==> config.mk <==
export PLATFORM = sky130hd
export DESIGN_NAME = serdes_err_inject_loopback
export DESIGN_NICKNAME = d
export VERILOG_FILES = /design/src/rtl/serdes_err_inject_loopback.sv
export SDC_FILE = /design/constraint.sdc
export NUM_CORES = 1
export LEC_CHECK = 0
export ABC_CLOCK_PERIOD_IN_PS = 9500
export BUFFER_PORTS_ARGS = -buffer_cell sky130_fd_sc_hd__buf_2
export CAP_MARGIN = 20
export CORE_ASPECT_RATIO = 1.75
export CORE_MARGIN = 2
export CORE_UTILIZATION = 57
export DETAILED_ROUTE_END_ITERATION = 6
export GPL_ROUTABILITY_DRIVEN = 0
export PLACE_DENSITY = 0.95
export SLEW_MARGIN = 40
export SYNTH_ARGS = -nofsm -noshare
export SYNTH_HDL_FRONTEND = slang
export SYNTH_SLANG_ARGS = --single-unit
==> constraint.sdc <==
create_clock -name clk -period 9.5 [get_ports clk]
set_input_delay 1.425 -clock clk [delete_from_list [all_inputs] [get_ports clk]]
set_output_delay 1.425 -clock clk [all_outputs]
set_load 0.1 [all_outputs]
==> src/rtl/serdes_err_inject_loopback.sv <==
// SERDES loopback with burst/periodic error injection on the sync header and data.
// Latency: DELAY cycles, in to out. Backpressure: none; one block accepted and emitted every cycle.
// Corruption is decided as the block enters, and the corruption flag travels with the block.
module serdes_err_inject_loopback #(
    parameter int DATA_WIDTH = 64,
    parameter int HDR_WIDTH  = 2,
    parameter int DELAY      = 1,
    parameter int CNT_WIDTH  = 16
) (
    input  logic                  clk,
    input  logic                  rst,
    input  logic [DATA_WIDTH-1:0] in_data,
    input  logic [HDR_WIDTH-1:0]  in_hdr,
    output logic [DATA_WIDTH-1:0] out_data,
    output logic [HDR_WIDTH-1:0]  out_hdr,
    input  logic [1:0]            cfg_mode,
    input  logic [HDR_WIDTH-1:0]  cfg_hdr_value,
    input  logic [DATA_WIDTH-1:0] cfg_data_mask,
    input  logic [CNT_WIDTH-1:0]  cfg_burst_len,
    input  logic [CNT_WIDTH-1:0]  cfg_period,
    input  logic                  start,
    input  logic                  stop,
    output logic                  busy,
    output logic                  inject_active,
    output logic [CNT_WIDTH-1:0]  inject_count
);
    typedef enum logic [1:0] {IDLE, BURST, GAP} state_t;

    localparam logic [CNT_WIDTH-1:0] ONE = 1;

    state_t                 state, state_nxt;
    logic [1:0]             mode_q;
    logic [HDR_WIDTH-1:0]   hdr_val_q;
    logic [DATA_WIDTH-1:0]  mask_q;
    logic [CNT_WIDTH-1:0]   burst_q, period_q, cnt_q;
    logic [CNT_WIDTH-1:0]   eff_burst, gap_len;
    logic                   start_ok, burst_done, gap_done, has_gap;
    logic                   corrupt, busy_nxt;

    logic [DATA_WIDTH-1:0]  pipe_data [DELAY];
    logic [HDR_WIDTH-1:0]   pipe_hdr  [DELAY];
    logic                   pipe_inj  [DELAY];

    // stop outranks start, so a simultaneous pair never leaves IDLE
    assign start_ok   = start && !stop && (cfg_mode == 2'd1 || cfg_mode == 2'd2);
    assign eff_burst  = (burst_q == '0) ? ONE : burst_q;
    assign has_gap    = period_q > eff_burst;
    assign gap_len    = period_q - eff_burst;
    assign burst_done = cnt_q == eff_burst - ONE;
    assign gap_done   = cnt_q == gap_len - ONE;

    always_ff @(posedge clk) begin
        if (rst) state <= IDLE;
        else     state <= state_nxt;
    end

    always_comb begin
        state_nxt = state;
        case (state)
            IDLE:    if (start_ok) state_nxt = BURST;
            BURST: begin
                if (stop)
                    state_nxt = IDLE;
                else if (burst_done)
                    state_nxt = (mode_q == 2'd2) ? (has_gap ? GAP : BURST) : IDLE;
            end
            GAP: begin
                if (stop)          state_nxt = IDLE;
                else if (gap_done) state_nxt = BURST;
            end
            default: state_nxt = IDLE;
        endcase
    end

    always_comb begin
        corrupt  = 1'b0;
        busy_nxt = 1'b0;
        if (state == BURST)    corrupt  = 1'b1;
        if (state_nxt != IDLE) busy_nxt = 1'b1;
    end

    // Block counter restarts at every phase boundary, including back-to-back bursts
    always_ff @(posedge clk) begin
        if (rst)
            cnt_q <= '0;
        else if (state == IDLE || state_nxt != state || (state == BURST && burst_done))
            cnt_q <= '0;
        else
            cnt_q <= cnt_q + ONE;
    end

    always_ff @(posedge clk) begin
        if (rst) begin
            mode_q    <= '0;
            hdr_val_q <= '0;
            mask_q    <= '0;
            burst_q   <= '0;
            period_q  <= '0;
            busy      <= 1'b0;
        end else begin
            busy <= busy_nxt;
            if (state == IDLE && start_ok) begin
                mode_q    <= cfg_mode;
                hdr_val_q <= cfg_hdr_value;
                mask_q    <= cfg_data_mask;
                burst_q   <= cfg_burst_len;
                period_q  <= cfg_period;
            end
        end
    end

    always_ff @(posedge clk) begin
        if (rst) begin
            for (int i = 0; i < DELAY; i++) begin
                pipe_data[i] <= '0;
                pipe_hdr[i]  <= '0;
                pipe_inj[i]  <= 1'b0;
            end
        end else begin
            pipe_data[0] <= corrupt ? (in_data ^ mask_q) : in_data;
            pipe_hdr[0]  <= corrupt ? hdr_val_q : in_hdr;
            pipe_inj[0]  <= corrupt;
            for (int i = 1; i < DELAY; i++) begin
                pipe_data[i] <= pipe_data[i-1];
                pipe_hdr[i]  <= pipe_hdr[i-1];
                pipe_inj[i]  <= pipe_inj[i-1];
            end
        end
    end

    assign out_data      = pipe_data[DELAY-1];
    assign out_hdr       = pipe_hdr[DELAY-1];
    assign inject_active = pipe_inj[DELAY-1];

    always_ff @(posedge clk) begin
        if (rst)
            inject_count <= '0;
        else if (inject_active && inject_count != '1)
            inject_count <= inject_count + ONE;
    end
endmodule
### Yosys cells after proc, flatten, opt, wreduce, memory -nomap -nowiden

Memories as Yosys holds them, arrays and structs flattened.
Cells that the tools add are included.

* register bits: 135
* memory bits (writable): 67
* input port bits: 170
* logic and storage cells: 66
* memories kept: 3

* add/sub/neg operators: 5
* order comparisons: 1
* eq/ne operators: 9
* muxes and demuxes: 22
* bitwise gates (word level): 1
* reductions and logical operators: 16

Memory list
* pipe_data: words 1, width 64, read ports 1, clocked after memory_dff 0, wr ports 1, line 40 `logic [DATA_WIDTH-1:0] pipe_data [DELAY];`
* pipe_hdr: words 1, width 2, read ports 1, clocked after memory_dff 0, wr ports 1, line 41 `logic [HDR_WIDTH-1:0] pipe_hdr [DELAY];`
* pipe_inj: words 1, width 1, read ports 1, clocked after memory_dff 0, wr ports 1, line 42 `logic pipe_inj [DELAY];`

Operator list (count)
* 2-to-1 mux 64 bit: 2
* OR reduction 64 bit: 1
* bitwise XOR 64 bit: 1
* adder 16 x 1 -> 16 bit, second input constant: 2
* == test 16 bit: 2
* subtractor 16 x 1 -> 16 bit, second input constant: 2
* 2-to-1 mux 2 bit: 9
* greater-than comparator 16 bit: 1
* zero test 16 bit: 1
* 2-to-1 mux 16 bit: 1
* inequality test 16 bit, second input constant: 1
* subtractor 16 bit: 1
* 2-to-1 mux 1 bit: 9
* == test 2 bit, second input constant: 3
* case mux 2 bit (3 select lines): 1
* logical AND 1 bit: 5
* == test 2 x 1 -> 1 bit, second input constant: 2
* OR reduction 2 bit: 2
* logical OR 1 bit: 3
* zero test 2 bit: 1
* inequality test 2 bit: 1
* nonzero test 2 bit: 1
* zero test 1 bit: 1
* OR reduction 1 bit: 1

### Longest topological paths before layout

Gate-level depths: netlist of run 1.

* word-level depth: 12
* mapped depth: 15

### Worst setup path before layout of run 1

No wires, ideal clock.

* kind: register to register
* start: reg burst_q[10]
* end: reg cnt_q[0]
* setup time: 0.122 ns
* arrival: 3.958 ns
* path slack: 5.420 ns
* stages on the path, launching flop included: 15
* period minus slack after synthesis: 4.080 ns
* cells stage by stage: dfxtp_1 or4_1 nor4_2 a21oi_1 ha_1 fa_1 a21oi_1 o22ai_1 o41ai_1 mux2i_1 o2111a_1 nand4_1 a22oi_4 buf_6 nor2_1

* word-level cells in the longest chain between the ends: 12

Ends and longest elaborated chain
* start: declaration: line 35 `logic [CNT_WIDTH-1:0] burst_q, period_q, cnt_q;`
* start signal: assignment: line 106 `burst_q <= cfg_burst_len;`
* zero test 16 bit: line 46 `assign eff_burst = (burst_q == '0) ? ONE : burst_q;`
* 2-to-1 mux 16 bit *: line 46
* subtractor 16 bit or greater-than comparator 16 bit (tied branches): line 48, 47
* subtractor 16 x 1 -> 16 bit or 2-to-1 mux 2 bit (tied branches): line 50, 65
* == test 16 bit or 2-to-1 mux 2 bit (tied branches): line 50, 65
* 2-to-1 mux 2 bit, on equally long branches: line 69, 64
* 2-to-1 mux 2 bit, on equally long branches: line 68, 62
* case mux 2 bit (3 select lines): line 59 `case (state)`
* inequality test 2 bit: line 86 `else if (state == IDLE || state_nxt != state || (state == BURST && burst_done))`
* logical OR 1 bit: line 86
* logical OR 1 bit *: line 86
* OR reduction 2 bit (no line) *
* end signal: assignment: line 89 `cnt_q <= cnt_q + ONE;`
* end: declaration: line 35

Every way passes the cells marked *; elsewhere a longest branch is shown, timed or not.
A chain may end at the register's enable or synchronous reset.

### Final worst setup path of run 1

* start: reg burst_q[10]
* end: reg cnt_q[10]

Same word-level chain as after synthesis.

==> results of run 1 <==
## flip-flops by register name, indices dropped and copies added, names as in the netlist, 2 cells and up
signal	cells
mode_q	2
inject_count	16
state	2
cnt_q	16
pipe_data	64
pipe_hdr	2
burst_q	16
hdr_val_q	2
mask_q	64
period_q	16
## final cells by class
| class | instances | area, um2 |
|---|---|---|
| clock buffer | 29 | 586 |
| inverter | 28 | 105 |
| fill | 1184 | 4600 |
| multi-input combinational | 863 | 4850 |
| antenna | 1 | 2.50 |
| timing repair buffer | 257 | 1320 |
| clock inverter | 7 | 143 |
| tap | 189 | 236 |
| sequential | 202 | 4040 |
## through the flow
step / instance area (um2) / utilization
floorplan: 9210 / -
global placement: 10500 / 0.661
detailed placement: 10500 / 0.664
CTS: 11300 / 0.710
global route: 11300 / 0.710
finish: 11300 / 0.710
## where the power goes
group	leakage, nW	switching [mW]	internal, mW
clock network	0.355	0.335	0.539
logic	2.74	0.282	0.124
registers	1.65	0.0188	0.880
## worst reg2reg max path, cell delays in order (launching register included)
cell and delay (ns):
dfxtp_1 0.36, or4_1 0.65, nor4_2 0.47, a21oi_1 0.21, ha_1 0.25, fa_1 0.41
a21oi_1 0.20, o22ai_1 0.17, o41ai_2 0.54, mux2i_1 0.25, o2111a_1 0.20, nand4_1 0.20
a22oi_4 0.44, nor2_1 0.10
## layer usage
layer / GRT usage / wire length [um]
met1: 0.314 / 8870
met2: 0.534 / 13500
met3: 0.0558 / 1860
met4: 0.195 / 1940
met5: 0 / 13
## kinds of logic (layout without fill, tap and decap cells)
group / count (synthesis) / count (layout) / synth area share
AOI/OAI and AO/OA: 188 / 188 / 0.122
xor gates and xnor gates: 130 / 130 / 0.124
adders and majority gates: 23 / 23 / 0.0320
buffers and inverters: 95 / 321 / 0.0399
DFF: 202 / 202 / 0.439
muxes: 6 / 6 / 0.00652
other: 0 / 1 / 0
and+or+nand+nor: 516 / 516 / 0.237
## how the worst max path moves through the flow
stage | startpoint | endpoint | slack (ns) | depth (start not counted)
3_3_place_gp | burst_q[10]$_SDFFE_PP0P_ | cnt_q[13]$_SDFF_PP0_ | 4.92 | 13
4_1_cts | burst_q[10]$_SDFFE_PP0P_ | cnt_q[10]$_SDFF_PP0_ | 4.71 | 13
5_1_grt | burst_q[10]$_SDFFE_PP0P_ | cnt_q[15]$_SDFF_PP0_ | 4.58 | 13
3_5_place_dp | burst_q[10]$_SDFFE_PP0P_ | cnt_q[10]$_SDFF_PP0_ | 4.74 | 13
6_report | burst_q[10]$_SDFFE_PP0P_ | cnt_q[10]$_SDFF_PP0_ | 4.91 | 13
2_1_floorplan | burst_q[10]$_SDFFE_PP0P_ | cnt_q[0]$_SDFF_PP0_ | 5.42 | 14
## cells in the mapped netlist (5+ instances only)
cell / instances
nand2_1: 299
dfxtp_1: 202
a21oi_1: 120
nor2_1: 120
xor2_1: 93
clkbuf_1: 61
xnor2_1: 37
inv_1: 28
ha_1: 22
nand3_1: 21
o21ai_0: 18
nor3_1: 12
and3_1: 11
nand4_1: 11
o211ai_1: 8
nor4_1: 7
a21o_1: 6
mux2i_1: 6
nor3b_1: 5
==> key figures, run 1 <==
Power and ir drop
  • Pwr Total: 2.18 mW
  • Leak pwr: 4.75 nW
  • PD cells: 193 nW/um2
  • Peak VDD IR: between 0.00015 and 0.0002 V

Place
  • Buffers added on ports: 253
  • HPWL Detailed: 19,000 um
  • Placed Cells incl. Taps: between 1,500 and 2,000
  • Post-place setup slack: 4.74 ns

CTS
  • Reg clk slew, reported paths: 0.07 ns
  • Postcts setup bufs: 0
  • Resized cells post-CTS: 0
  • CTS Hold Bufs: 0
  • CTS sink cnt: 202
  • CTS root buf: clkbuf_16
  • H-tree lvl count: 1
  • CTS tree: yes
  • Total CTS buffers: 20
  • Worst-Skew Late Latency: 0.49 ns
  • Clock buffer depth: 3

Synthesis
  • Syn avg cell area: 7.94 um2
  • Primary FF master, synth: dfxtp_1
  • Syn nets: 1,353
  • FFs w/ async S/R, synth: 0
  • Top cell type's share of synthesized area: 0.439
  • Cells after Synth: 1,160
  • Yosys cell types: 61
  • Seq cells post-synth: about 200
  • Yosys top cell by area: dfxtp_1
  • Synth top area cells: dfxtp_1 44%, nand2_1 12%, xor2_1 8.8%
  • Number of enable flip-flop cells after synthesis: 0
  • Sequential-to-total area share from yosys stat: 0.439
  • Syn Std Cell Area: 9210 um2
  • YS warnings: 0

Critical path
  • Reg2reg path depth: 13
  • Critical Path Sink Type: flop
  • Worst Path Buf+Inv: 0
  • Critical-path top delay cell: or4_1
  • Setup CP Type: reg -> reg
  • CP top delay family: compound AO/OA/AOI/OAI gates
  • R2R Path End: cnt_q[10]$_SDFF_PP0_
  • Crit path required time: 9.86 ns
  • R2r startpoint: burst_q[10]$_SDFFE_PP0P_
  • Top cell by count, worst path: a21oi_1
  • Worst-path cell chain: or4_1, nor4_2, a21oi_1, ha_1, fa_1, a21oi_1, o22ai_1, o41ai_2, mux2i_1, o2111a_1, nand4_1, a22oi_4, nor2_1
  • Largest stage delay on the critical path: 0.65 ns
  • Critical path arrival: 4.94 ns
  • R2R setup slack: roughly 4.9 ns
  • Startpoint Class: flop
  • Largest fanout on the critical path: 16

Drt
  • WL/cell: 16.6 um
  • DRT iter0 DRCs: 438
  • Vias per cell: 5.68
  • Vias: roughly 8,900
  • Final antenna-violating net count: 0
  • Detailed Routing Iterations Pass 1: 5
  • Drt total wl: 26,200 um
  • # DRC: 0

Timing
  • Slew Viols, Final: 0
  • Final setup violation count: 0
  • Tightest Pin Transition: 0.745 ns
  • Worst Setup Slack, final: 4.91 ns
  • Slew headroom: 0.502
  • Fin Setup TNS: 0 ns
  • Unrepaired setup endpoints after global routing: false
  • Final Hold Vio Count: 0
  • Fin crit share: 0.483
  • Fmax achieved: 218 MHz
  • Hold slack: 0.456 ns
  • Min Tclk post-route: 4.59 ns
  • Setup Skew: between 0.008 and 0.009 ns

Global routing
  • Vias in the first global route: 8,782
  • Grt ovf: 0
  • Initial antenna violation count: 2
  • Largest net degree at the start of global routing: 101
  • First-pass GRT wire length: approximately 42,000 um
  • GR Util All Layers: 0.298

Floorplanning
  • Die Wd: 100 um
  • Core ar.: 15,900 um2
  • Die ar.: 17,200 um2
  • Initial Util: 0.580
  • Row count: 61
  • I/O pin total: 254
  • Chip Height: 172 um

Layout
  • Final cell count without fillers: 1,576
  • P&R area growth vs syn: 22.4%
  • Layout Nets: 1,565
  • Layout cells sized above 1: 0.218
  • Leading cell type in the layout, fill and taps excluded: nand2_1
  • Most frequent cells in the layout: 298 x nand2_1, 252 x buf_2, 202 x dfxtp_1, 120 x a21oi_1, 120 x nor2_1

Hold path
  • Hold path start: mask_q[40]$_SDFFE_PP0P_
  • Hold Path Class: reg -> reg
  • Hold path depth: 2
  • Hold endpoint: mask_q[40]$_SDFFE_PP0P_

Job
  • Maxcap violations: 0

Outcome
  • Outcome: completed
Power figures use the tool's default switching activity.
==> inputs of run 2 (changes only) <==
Settings changed: ABC_AREA from default to 1, ABC_CLOCK_PERIOD_IN_PS 9500 to 4500, CORE_UTILIZATION 57 to 53, PLACE_DENSITY 0.95 to 0.91.
Clock period 9.5 ns to 4.5 ns, I/O delays scaled along.
==> run 2 against run 1 <==
Compared with the run above:
- routed wire length rose by 9.9%
- cell count rose by 16%
- clock skew rose by 0.0010 ns
- count of clock-buffer cells in the layout fell by 2
- first-iteration DRC count rose by 27%
- combinational power rose to 2.7 times the previous value
- total power rose by 120%
- non-clock buffer count rose by 4
- largest power group unchanged
==> key figures, run 2 <==
Timing
  • Slew Viols, Final: 0 (unchanged)
  • Setup Skew: 0.00962 ns (was 0.00861 ns)
  • Min Tclk post-route: 3.48 ns (was 4.59 ns)
  • Tightest Pin Transition: 0.766 ns (was 0.745 ns)
  • Fmax achieved: 287 MHz (was 218 MHz)
  • Slew headroom: 0.489 (was 0.502)
  • Final setup violation count: 0 (unchanged)
  • Final Hold Vio Count: 0 (unchanged)
  • Fin Setup TNS: 0 ns (unchanged)
  • Fin crit share: 0.774 (was 0.483)
  • Worst Setup Slack, final: 1.02 ns (was 4.91 ns)
  • Unrepaired setup endpoints after global routing: false (unchanged)

Hold path
  • Hold path depth: 2 (unchanged)
  • Hold endpoint: period_q[12]$_SDFFE_PP0P_ (was mask_q[40]$_SDFFE_PP0P_)
  • Hold Path Class: reg -> reg (unchanged)
  • Hold path start: period_q[12]$_SDFFE_PP0P_ (was mask_q[40]$_SDFFE_PP0P_)

Synthesis
  • Yosys top cell by area: dfxtp_1 (unchanged)
  • Seq cells post-synth: 202 (unchanged)
  • Syn avg cell area: 7.21 um2 (was 7.94 um2)
  • Sequential-to-total area share from yosys stat: 0.412 (was 0.439)
  • Syn nets: 1,555 (was 1,353)
  • FFs w/ async S/R, synth: 0 (unchanged)
  • Primary FF master, synth: dfxtp_1 (unchanged)
  • YS warnings: 0 (unchanged)
  • Synth top area cells: dfxtp_1 41%, nand2_1 8.2%, inv_1 6.9% (was dfxtp_1 44%, nand2_1 12%, xor2_1 8.8%)
  • Dominant cell by count in the synthesized netlist: nand2_1 (unchanged)
  • Cells after Synth: 1,362 (was 1,160)
  • Synth cell count leaders: 215 x nand2_1, 202 x dfxtp_1, 181 x inv_1 (was 299 x nand2_1, 202 x dfxtp_1, 120 x a21oi_1, 120 x nor2_1, 93 x xor2_1)
  • Yosys cell types: 36 (was 61)
  • Syn Std Cell Area: 9820 um2 (was 9210 um2)
  • Number of enable flip-flop cells after synthesis: 0 (unchanged)
  • Top cell type's share of synthesized area: 0.412 (was 0.439)

Drt
  • Drt total wl: 28,800 um (was 26,200 um)
  • Detailed Routing Iterations Pass 1: 5 (unchanged)
  • Final antenna-violating net count: 0 (unchanged)
  • WL/cell: 15.7 um (was 16.6 um)
  • # DRC: 0 (unchanged)
  • DRT iter0 DRCs: 558 (was 438)
  • Vias: 9,937 (was 8,947)
  • Vias per cell: 5.43 (was 5.68)

Critical path
  • Critical Path Sink Type: flop (unchanged)
  • R2r startpoint: burst_q[12]$_SDFFE_PP0P_ (was burst_q[10]$_SDFFE_PP0P_)
  • Critical path arrival: 3.84 ns (was 4.94 ns)
  • Startpoint Class: flop (unchanged)
  • Setup CP Type: reg -> reg (unchanged)
  • Reg2reg path depth: 20 (was 13)
  • R2R setup slack: 1.02 ns (was 4.91 ns)
  • R2R Path End: cnt_q[3]$_SDFF_PP0_ (was cnt_q[10]$_SDFF_PP0_)
  • Crit path required time: 4.85 ns (was 9.86 ns)
  • Largest fanout on the critical path: 16 (unchanged)

Floorplanning
  • Initial Util: 0.541 (was 0.580)
  • I/O pin total: 254 (unchanged)
  • Chip Height: 184 um (was 172 um)
  • Core ar.: 18,100 um2 (was 15,900 um2)
  • Row count: 65 (was 61)
  • Die Wd: 107 um (was 100 um)
  • Die ar.: 19,700 um2 (was 17,200 um2)

Layout
  • Most frequent cells in the layout: 253 x buf_2, 215 x nand2_1, 202 x dfxtp_1, 179 x inv_1, 132 x nor2_1 (was 298 x nand2_1, 252 x buf_2, 202 x dfxtp_1, 120 x a21oi_1, 120 x nor2_1)
  • Biggest regs: mask_q x64, pipe_data x64 (unchanged)
  • # fillers: 1,523 (was 1,184)
  • Leading cell type in the layout, fill and taps excluded: buf_2 (was nand2_1)
  • Final core utilization: 0.655 (was 0.710)
  • P&R area growth vs syn: 21.1% (was 22.4%)
  • Layout cells sized above 1: 0.206 (was 0.218)
  • Final cell count without fillers: 1,830 (was 1,576)
  • Register Area: 4040 um2 (unchanged)
  • Layout Nets: 1,775 (was 1,565)
  • Multi-input gate area: 4830 um2 (was 4850 um2)

Global routing
  • Vias in the first global route: 9,903 (was 8,782)
  • Initial antenna violation count: 2 (unchanged)
  • Largest net degree at the start of global routing: 78 (was 101)
  • GR Util All Layers: 0.289 (was 0.298)
  • First-pass GRT wire length: 45,800 um (was 41,500 um)
  • Grt ovf: 0 (unchanged)

CTS
  • H-tree lvl count: 1 (unchanged)
  • Resized cells post-CTS: 0 (unchanged)
  • CTS Hold Bufs: 0 (unchanged)
  • Reg clk slew, reported paths: 0.06 ns (was 0.07 ns)
  • CTS sink cnt: 202 (unchanged)
  • CTS tree: yes (unchanged)
  • Clock buffer depth: 3 (unchanged)
  • CTS root buf: clkbuf_16 (unchanged)
  • Worst-Skew Late Latency: 0.49 ns (about the same)
  • Postcts setup bufs: 0 (unchanged)
  • Total CTS buffers: 20 (unchanged)

Outcome
  • Outcome: completed (unchanged)

Job
  • Maxcap violations: 0 (unchanged)

Place
  • Buffers added on ports: 253 (unchanged)
  • Post-place setup slack: 1.08 ns (was 4.74 ns)
  • Placed Cells incl. Taps: 1,794 (was 1,539)
  • HPWL Detailed: 21,200 um (was 19,000 um)

Power and ir drop
  • PD cells: 397 nW/um2 (was 193 nW/um2)
  • Leak pwr: 5.43 nW (was 4.75 nW)
  • Peak VDD IR: 0.000323 V (was 0.000173 V)
## run 2: logic make-up (layout without fill, tap and decap cells)
| family | Yosys count | count (layout) | share of synthesized area |
|---|---|---|---|
| AOI/OAI and AO/OA | 312 | 312 | 0.178 |
| other | 0 | 3 | 0 |
| DFF | 202 | 202 | 0.412 |
| and+or+nand+nor | 532 | 532 | 0.243 |
| xor gates and xnor gates | 45 | 45 | 0.0401 |
| adders and majority gates | 23 | 23 | 0.0301 |
| buffers and inverters | 248 | 479 | 0.0969 |
## run 2: layout make-up
class | instances | share of cell area
Antenna cell | 3 | 0.000632
Sequential cell | 202 | 0.340
Timing Repair Buffer | 261 | 0.114
Tap cell | 234 | 0.0246
Clock buffer | 27 | 0.0469
Inverter | 185 | 0.0585
Multi-Input combinational cell | 912 | 0.407
Clock inverter | 6 | 0.00853
## run 2: through the flow
step                hold WS, ns  area, um2  power (mW)
floorplan                 0.428       9820        2.76
global placement          0.440      11200        3.00
detailed placement        0.446      11200        3.04
CTS                       0.450      11900        4.73
global route              0.457      11900        4.91
finish                    0.458      11900        4.72
## run 2: power by group
group | leakage [nW] | switching, mW | internal [mW]
sequential | 1.66 | 0.0496 | 1.88
clock | 0.316 | 0.712 | 0.992
combinational | 3.45 | 0.772 | 0.314
total | 5.43 | 1.53 | 3.18
## run 2: worst max path at each step
stage                                         from             endpoint  cells after the start
final                     burst_q[12]$_SDFFE_PP0P_  cnt_q[3]$_SDFF_PP0_                     20
after global routing      burst_q[12]$_SDFFE_PP0P_  cnt_q[3]$_SDFF_PP0_                     22
after CTS                 burst_q[12]$_SDFFE_PP0P_  cnt_q[4]$_SDFF_PP0_                     20
after detailed placement  burst_q[12]$_SDFFE_PP0P_  cnt_q[4]$_SDFF_PP0_                     22
after global placement    burst_q[12]$_SDFFE_PP0P_  cnt_q[4]$_SDFF_PP0_                     22
after floorplan            burst_q[4]$_SDFFE_PP0P_  cnt_q[5]$_SDFF_PP0_                     23
## run 2: critical path, cell delays in order, from the launching register on
cell,delay (ns)
dfxtp_1,0.34
nor2_1,0.21
nand2_1,0.13
nor2_4,0.15
nand2_4,0.09
nand2_2,0.09
inv_2,0.06
ha_1,0.21
fa_1,0.41
nand2_1,0.11
nand2_1,0.11
nand2_1,0.11
nand3_1,0.08
nand2_1,0.09
nand2_1,0.05
nor3_1,0.26
nand4_1,0.14
nand2_1,0.07
nand2_1,0.10
nor2_4,0.44
nor3_1,0.09
## run 2: layer usage
metal  share of wire  track usage
met3           0.060       0.0518
met2            0.53        0.535
met5               0            0
met4           0.063        0.184
met1            0.35        0.292
==> inputs of run 3 (changes only) <==
Settings changed: ABC_CLOCK_PERIOD_IN_PS 4500 to 3280.
Clock period 4.5 ns to 3.28 ns, I/O delays scaled along.
==> run 3 against run 2 <==
Compared with the run above:
- cell area grew 1.5%
- clock power grew 35%
- sequential cell count is the same
- non-clock buffer count grew 9
- hold slack lost 0.18 ns
- critical path depth grew 3
- count of clock-buffer cells in the layout grew 3
- register-to-register slack lost 0.87 ns
- largest cell class unchanged
- largest power group unchanged
- highest routed layer is now met5
==> key figures, run 3 (same netlist as run 2, synthesis figures left out) <==
Critical path
  • Largest fanout on the critical path: 8 (was 16)
  • Setup CP Type: reg -> reg (unchanged)
  • Crit path required time: 3.65 ns (was 4.85 ns)
  • Reg2reg path depth: 23 (was 20)
  • Startpoint Class: flop (unchanged)
  • Critical Path Sink Type: flop (unchanged)
  • Critical path arrival: 3.50 ns (was 3.84 ns)

Drt
  • # DRC: 0 (unchanged)
  • DRT iter0 DRCs: 577 (was 558)
  • Vias per cell: 5.45 (was 5.43)
  • Final antenna-violating net count: 0 (unchanged)
  • WL/cell: 16.0 um (was 15.7 um)
  • Detailed Routing Iterations Pass 1: 7 (was 5)
  • Vias: 10,029 (was 9,937)
  • Drt total wl: 29,500 um (was 28,800 um)

Global routing
  • Initial antenna violation count: 4 (was 2)
  • Largest net degree at the start of global routing: 78 (unchanged)
  • GR Util All Layers: 0.291 (was 0.289)
  • Grt ovf: 0 (unchanged)
  • First-pass GRT wire length: 46,200 um (was 45,800 um)
  • Vias in the first global route: 9,872 (was 9,903)

Power and ir drop
  • Peak VDD IR: 0.000493 V (was 0.000323 V)
  • PD cells: 537 nW/um2 (was 397 nW/um2)
  • Leak pwr: 5.53 nW (was 5.43 nW)

Layout
  • Layout Nets: 1,784 (was 1,775)
  • Leading cell type in the layout, fill and taps excluded: buf_2 (unchanged)
  • Final core utilization: 0.666 (was 0.655)
  • Biggest regs: mask_q x64, pipe_data x64 (unchanged)
  • Layout cells sized above 1: 0.224 (was 0.206)
  • Most frequent cells in the layout: 253 x buf_2, 210 x nand2_1, 198 x dfxtp_1, 179 x inv_1, 128 x nor2_1 (was 253 x buf_2, 215 x nand2_1, 202 x dfxtp_1, 179 x inv_1, 132 x nor2_1)
  • P&R area growth vs syn: 23.0% (was 21.1%)
  • # fillers: 1,463 (was 1,523)

CTS
  • Reg clk slew, reported paths: 0.07 ns (was 0.06 ns)
  • H-tree lvl count: 1 (unchanged)
  • Worst-Skew Late Latency: 0.49 ns (about the same)
  • CTS Hold Bufs: 0 (unchanged)
  • CTS root buf: clkbuf_16 (unchanged)
  • Total CTS buffers: 20 (unchanged)
  • Clock buffer depth: 3 (unchanged)
  • CTS sink cnt: 202 (unchanged)
  • CTS tree: yes (unchanged)

Hold path
  • Hold path depth: 4 (was 2)
  • Hold Path Class: in -> reg (was reg -> reg)

Timing
  • Setup Skew: 0.0117 ns (was 0.00962 ns)
  • Fmax achieved: 319 MHz (was 287 MHz)
  • Final setup violation count: 0 (unchanged)
  • Slew Viols, Final: 0 (unchanged)
  • Final Hold Vio Count: 0 (unchanged)
  • Min Tclk post-route: 3.14 ns (was 3.48 ns)
  • Slew headroom: 0.471 (was 0.489)
  • Fin crit share: 0.956 (was 0.774)
  • Fin Setup TNS: 0 ns (unchanged)
  • Tightest Pin Transition: 0.794 ns (was 0.766 ns)

Floorplanning
  • Row count: 65 (unchanged)
  • Core ar.: 18,100 um2 (unchanged)
  • Chip Height: 184 um (unchanged)
  • Die Wd: 107 um (unchanged)
  • Initial Util: 0.541 (unchanged)
  • Die ar.: 19,700 um2 (unchanged)
  • I/O pin total: 254 (unchanged)

Place
  • Buffers added on ports: 253 (unchanged)
  • HPWL Detailed: 21,300 um (was 21,200 um)

Outcome
  • Outcome: completed (unchanged)

Job
  • Maxcap violations: 0 (unchanged)
## run 3: report_power, final
| part | switching (mW) | internal [mW] |
|---|---|---|
| Clock | 0.964 | 1.34 |
| Combinational | 1.08 | 0.451 |
| Sequential | 0.0716 | 2.58 |
| Total | 2.12 | 4.36 |
## run 3: metal layers
metal  global-route usage  share of wire  vias up
li1                     -              -     4859
met2                0.523           0.52      471
met5                    0        0.00081        -
met1                0.299           0.34     4531
met3               0.0627          0.068      164
met4                0.192          0.071        4
## run 3: final timing paths
kind / startpoint / endpoint / slack, ns
min reg2reg: period_q[14]$_SDFFE_PP0P_ / period_q[14]$_SDFFE_PP0P_ / 0.45
max reg2reg: burst_q[13]$_SDFFE_PP0P_ / cnt_q[12]$_SDFF_PP0_ / 0.14
min: in_data[41] / pipe_data[0][41]$_SDFF_PP0_ / 0.28
max: burst_q[13]$_SDFFE_PP0P_ / cnt_q[12]$_SDFF_PP0_ / 0.14
## run 3: area by class of cell
cell class                 count  area, um2  share of cell area
sequential                   202       4050               0.335
multi-input combinational    912       4890               0.405
inverter                     185        694              0.0575
tap                          234        293              0.0243
clock inverter                 6       41.3             0.00342
timing repair buffer         270       1470               0.121
clock buffer                  30        629              0.0521
antenna                        2       5.00            0.000415
## run 3: critical path: stages (launching register included)
cell and delay, ns:
dfxtp_2 0.35, nor2_4 0.13, nand2_1 0.09, nor2_4 0.17, nand2_4 0.09, nand2_2 0.10, inv_2 0.07, ha_2 0.19
fa_2 0.38, nand2_2 0.11, nand2_2 0.10, nand2_2 0.11, nand2_2 0.08, nand2_1 0.09, nand3b_1 0.08, nand2_1 0.07
nand2_1 0.06, nor2_2 0.11, nand4_1 0.09, nand2_1 0.08, nand2_2 0.08, nor2_4 0.16, clkbuf_16 0.19, nor3_2 0.04
## run 3: repair_timing
item,in CTS,in global routing
pin swaps,0,9
gates resized for setup,2,20
setup endpoints to repair,16,18
buffers inserted,0,4
gates cloned,0,1
## run 3: stage by stage
stage | setup slack [ns] | hold WS, ns | instance area, um2 | power [mW] | std cells
floorplan | 0.389 | 0.428 | 9820 | 3.78 | 1362
global placement | 0.155 | 0.439 | 11200 | 4.13 | 1797
detailed placement | -0.00838 | 0.444 | 11300 | 4.17 | 1798
CTS | 0.0185 | 0.261 | 12000 | 6.46 | 1834
global route | -0.0193 | 0.283 | 12100 | 6.76 | 1840
finish | 0.143 | 0.279 | 12100 | 6.48 | 1841
